--- src/rtl/count_cmd_pkg.sv ---
// Shared encodings for the counter command arbiter: op codes, FSM states and
// the default counter width.
package count_cmd_pkg;
  localparam int CNT_WIDTH = 5;

  typedef enum logic [1:0] {
    OP_READ = 2'b00,
    OP_LOAD = 2'b01,
    OP_UP   = 2'b10,
    OP_DOWN = 2'b11
  } op_e;

  typedef enum logic [1:0] {
    IDLE = 2'b00,
    EXEC = 2'b01,
    RESP = 2'b10
  } state_e;
endpackage

--- src/rtl/rr_arb2.sv ---
// Two-way round-robin picker. ptr holds the id granted last; on a tie the
// other requester wins. ptr_nxt advances to the winner whenever upd is high.
module rr_arb2 (
  input  logic req0,
  input  logic req1,
  input  logic ptr,
  input  logic upd,
  output logic gnt_id,
  output logic ptr_nxt
);
  assign gnt_id  = (req0 & req1) ? ~ptr : req1;
  assign ptr_nxt = upd ? gnt_id : ptr;
endmodule

--- src/rtl/count_cmd_arbiter.sv ---
// Shares one saturating up/down counter between two requesters. Each granted
// command (READ/LOAD/UP n/DOWN n) runs to completion, then acks for one cycle.
module count_cmd_arbiter
  import count_cmd_pkg::*;
#(
  parameter int WIDTH = CNT_WIDTH
) (
  input  logic             clk,
  input  logic             rst,
  input  logic             req0,
  input  logic             req1,
  input  logic [1:0]       op0,
  input  logic [1:0]       op1,
  input  logic [WIDTH-1:0] val0,
  input  logic [WIDTH-1:0] val1,
  output logic             ack0,
  output logic             ack1,
  output logic [WIDTH-1:0] rdata,
  output logic             sat,
  output logic             busy,
  output logic [WIDTH-1:0] cnt_in,
  output logic             cnt_load,
  output logic             cnt_up,
  output logic             cnt_down,
  input  logic [WIDTH-1:0] cnt_val,
  input  logic             cnt_low,
  input  logic             cnt_high
);
  state_e           state_q, state_d;
  op_e              op_q;
  logic [WIDTH-1:0] val_q, rem_q, rem_d;
  logic             id_q, sat_q, sat_d, ptr_q, ptr_d;
  logic             gnt_id, grant, step_blk;

  assign grant = (state_q == IDLE) && (req0 || req1);

  rr_arb2 u_arb (
    .req0    (req0),
    .req1    (req1),
    .ptr     (ptr_q),
    .upd     (grant),
    .gnt_id  (gnt_id),
    .ptr_nxt (ptr_d)
  );

  // ptr_q=1 after reset so that a tie goes to req0 first
  always_ff @(posedge clk or posedge rst) begin
    if (rst) begin
      state_q <= IDLE;
      op_q    <= OP_READ;
      val_q   <= '0;
      rem_q   <= '0;
      id_q    <= 1'b0;
      sat_q   <= 1'b0;
      ptr_q   <= 1'b1;
    end else begin
      state_q <= state_d;
      rem_q   <= rem_d;
      sat_q   <= sat_d;
      ptr_q   <= ptr_d;
      if (grant) begin
        op_q  <= op_e'(gnt_id ? op1 : op0);
        val_q <= gnt_id ? val1 : val0;
        id_q  <= gnt_id;
      end
    end
  end

  // the flag that forbids the next step in the latched direction
  assign step_blk = (op_q == OP_UP) ? cnt_high : cnt_low;
  assign busy     = (state_q != IDLE);

  always_comb begin
    state_d  = state_q;
    rem_d    = rem_q;
    sat_d    = sat_q;
    ack0     = 1'b0;
    ack1     = 1'b0;
    rdata    = '0;
    sat      = 1'b0;
    cnt_in   = '0;
    cnt_load = 1'b0;
    cnt_up   = 1'b0;
    cnt_down = 1'b0;
    unique case (state_q)
      IDLE: begin
        if (req0 || req1) begin
          state_d = EXEC;
          rem_d   = gnt_id ? val1 : val0;
          sat_d   = 1'b0;
        end
      end
      EXEC: begin
        unique case (op_q)
          OP_LOAD: begin
            cnt_load = 1'b1;
            cnt_in   = val_q;
            state_d  = RESP;
          end
          OP_READ: state_d = RESP;
          default: begin
            if (rem_q == '0) begin
              state_d = RESP;
            end else if (step_blk) begin
              state_d = RESP;
              sat_d   = 1'b1;
            end else begin
              cnt_up   = (op_q == OP_UP);
              cnt_down = (op_q == OP_DOWN);
              rem_d    = rem_q - WIDTH'(1);
              if (rem_q == WIDTH'(1)) state_d = RESP;
            end
          end
        endcase
      end
      RESP: begin
        ack0    = ~id_q;
        ack1    = id_q;
        rdata   = cnt_val;
        sat     = sat_q;
        state_d = IDLE;
      end
      default: state_d = IDLE;
    endcase
  end
endmodule
--- config.mk ---
export PLATFORM = sky130hd
export DESIGN_NAME = count_cmd_arbiter
export DESIGN_NICKNAME = d
export VERILOG_FILES = /design/src/rtl/count_cmd_pkg.sv /design/src/rtl/rr_arb2.sv /design/src/rtl/count_cmd_arbiter.sv
export SDC_FILE = /design/constraint.sdc
export NUM_CORES = 1
export LEC_CHECK = 0
export ABC_CLOCK_PERIOD_IN_PS = 2700
export CORE_ASPECT_RATIO = 1.25
export CORE_MARGIN = 3
export CORE_UTILIZATION = 45
export CTS_CLUSTER_DIAMETER = 200
export DETAILED_ROUTE_END_ITERATION = 16
export GPL_TIMING_DRIVEN = 0
export PLACE_DENSITY = 0.89
export SLEW_MARGIN = 25
export SYNTH_ARGS = -nofsm -noshare
export SYNTH_HDL_FRONTEND = slang
export SYNTH_SLANG_ARGS = --single-unit
--- constraint.sdc ---
create_clock -name clk -period 2.7 [get_ports clk]
set_input_delay 0.81 -clock clk [delete_from_list [all_inputs] [get_ports clk]]
set_output_delay 0.81 -clock clk [all_outputs]
set_load 0.03 [all_outputs]
==> reports/summary.txt <==
Status = finished clean
Seq/Total Area, Yosys = 41.59%
TritonCTS clock tree = built
Initial core utilization = 49.52%
Tmin final = 2616 ps
Clk Latency, worst-skew pair = 310 ps
Largest area contributor in the netlist = dfrtp_1
CP endpoint kind = output pin
DRT iter0 DRCs = 11
CP Class = reg -> out
Clock Skew = 12.48 ps
GP Congestion = 0.8562
Worst endpoint required time = 1890 ps
Unrepaired setup endpoints after global routing = no
DRT Pass-1 Iters = 5
I/O pins = 42
First-pass GRT wire length = 4119 um
CP peak stage delay = 480 ps
Post-synthesis cell type count = 35
Area contributors post-synth = dfrtp_1 39%, mux2i_1 8.8%, and2_1 7.3%
Antenna Violating Nets Remaining = 0
Initial antenna violation count = 0
Max Clock Freq = 382.2 MHz
Vias in the first global route = 968
Core Region = 2072 sq um
Slew margin rel. = 56.09%
Fin util = 71.74%
Pins over their slew limit = 0
CTS root buffer = clkbuf_4
Die area = 2892 sq um
Slew of the pin with the lowest slew margin = 657.9 ps
Final Hold Vio Count = 0
Most common cell after layout, fill and taps aside = clkdlybuf4s50_1
DP HPWL = 2097 um
CP top delay family = simple AND/OR/NAND/NOR gates
Grt met1 use = 19.43%
Via/cell ratio = 5.348
Routing usage on met3 = 4.282%
Maximum clock insertion buffer count = 2
Horiz. Die Dim = 48.71 um
#FFs+latches synth = 17
# port buffers = 41
EDFF count, synth = 0
Pin count of the biggest net entering global routing = 18
Final setup vio count = 0
Synth async-reset ratio = 100.0%
Synth Net Count = 138
Main synth FF type = dfrtp_1
Leakage = 0.6947 nW
Post-synthesis cell area = 1026 sq um
# diodes = 0
Total GRT Usage = 18.53%
Final Cycle Share = 96.90%
Overflow after GRT = 0
Layout Nets = 185
GRT busiest layer = met2
CTS Hold Bufs = 0
Via count = 1000
Crit path max fanout = 5
Yosys warns = 0
Avg Cell Area, Syn = 9.243 sq um
Hold crit path type = reg -> reg
Drt drc = 0
Startpoint types = flip-flop
Maxcap violations = 0
Buffers & Inverters on Critical Path = 2
Routed WL = 2679 um
Clk slew on worst S/H paths = 110 ps
Share of cells above drive strength 1 = 16.56%
Num CTS Buffers = 3
Worst EP arrival = 1810 ps
Total Power = 0.001435 W
Top-area cell type share of the netlist area = 39.02%
# clock sinks = 17
Peak supply drop = 0.5519 mV
Slowest CP cell = or4b_4
Pwr Density = 965.1 nW/um^2
Critical-path cell list = inv_1 -> ha_4 -> or4b_4 -> nand3_2 -> nor3_1 -> buf_2
H-tree depth = 1
Synth Instances = 111
Die Y = 59.39 um
Met2 usage = 35.73%
Synthesis-to-finish area growth = 44.88%
WL/cell = 14.33 um
Most frequent cells in the layout = 28 x clkdlybuf4s50_1, 16 x dfrtp_1, 14 x nand2_1, 12 x and2_1, 9 x mux2i_1
Row Count = 18
logic make-up (layout without fill, tap and decap cells):
kind of cell | Yosys count | count (layout) | share of synthesized area, %
and+or+nand+nor | 49 | 49 | 25.98
DFF | 17 | 17 | 41.59
AOI/OAI and AO/OA | 24 | 24 | 15.73
muxes | 11 | 11 | 10.98
adders and majority gates | 2 | 2 | 2.439
buffers and inverters | 8 | 54 | 3.291
layout make-up:
cell class,count,area (sq um)
Clock buffer,3,22.52
Inverter,4,15.01
Fill cell,171,585.6
Multi-Input combinational cell,86,585.6
Tap cell,30,37.54
Buffer,4,18.77
Timing Repair Buffer,42,375.4
Clock inverter,1,5.005
Sequential cell,17,426.7
worst register-to-register path: stages (launching register included):
cell	delay, ps
dfrtp_1	450
mux2_2	350
o21ai_0	480
and2_4	290
mux2i_1	190
worst paths after layout:
kind / endpoint / from / slack (ps) / cells after the start
max in group asynchronous: val_q[4] / rst / 1380 / 2
hold / removal: ptr_q / ptr_q / 480 / 2
hold reg to reg: ptr_q / ptr_q / 480 / 2
min in group asynchronous: id_q / rst / 890 / 2
setup reg to reg: rem_q[1] / op_q[0] / 850 / 4
setup / recovery: cnt_up / rem_q[1] / 80 / 6
cells in the mapped netlist, drive strengths merged (3+ instances only):
library cell   n
a21oi          3
a31oi          3
and2          13
buf            3
dfrtp         16
inv            4
mux2i          9
nand2         14
nand2b         3
nor2           4
nor2b          3
nor3           3
o21ai          9
flip-flops by register name (all words and copies together), names as in the netlist:
signal / flops
op_q: 2
sat_q: 1
val_q: 5
state_q: 2
rem_q: 5
id_q: 1
ptr_q: 1
timing repair:
item	CTS	global route
buffers inserted	1	0
setup endpoints to repair	14	7
pin swaps	0	0
gates resized for setup	24	13
gates cloned	0	0
per-stage QoR:
step           hold WS [ps]  instance area (sq um)  cells  TNS [ps]  setup WS [ps]
2_1_floorplan         436.9                   1026    111         0          182.5
3_3_place_gp          448.0                   1474    182     -1192         -260.8
3_5_place_dp          461.1                   1474    182     -1263         -268.0
4_1_cts               476.0                   1498    187    -79.64         -79.64
5_1_grt               496.7                   1486    187         0          10.09
6_report              475.2                   1486    187         0          83.74
where the power goes:
| group | leakage (nW) | switching [W] | internal (W) |
|---|---|---|---|
| Sequential | 0.203 | 0.0000984 | 0.000384 |
| Clock | 0.0177 | 0.0000881 | 0.0000554 |
| Combinational | 0.474 | 0.000453 | 0.000355 |
| Total | 0.695 | 0.000640 | 0.000795 |
layer usage:
layer	vias up	wire length (um)
li1	481	-
met1	469	982
met2	41	1440
met3	9	188
met4	0	68
met5	-	0
Note: power is estimated with default switching activity, not from simulation.
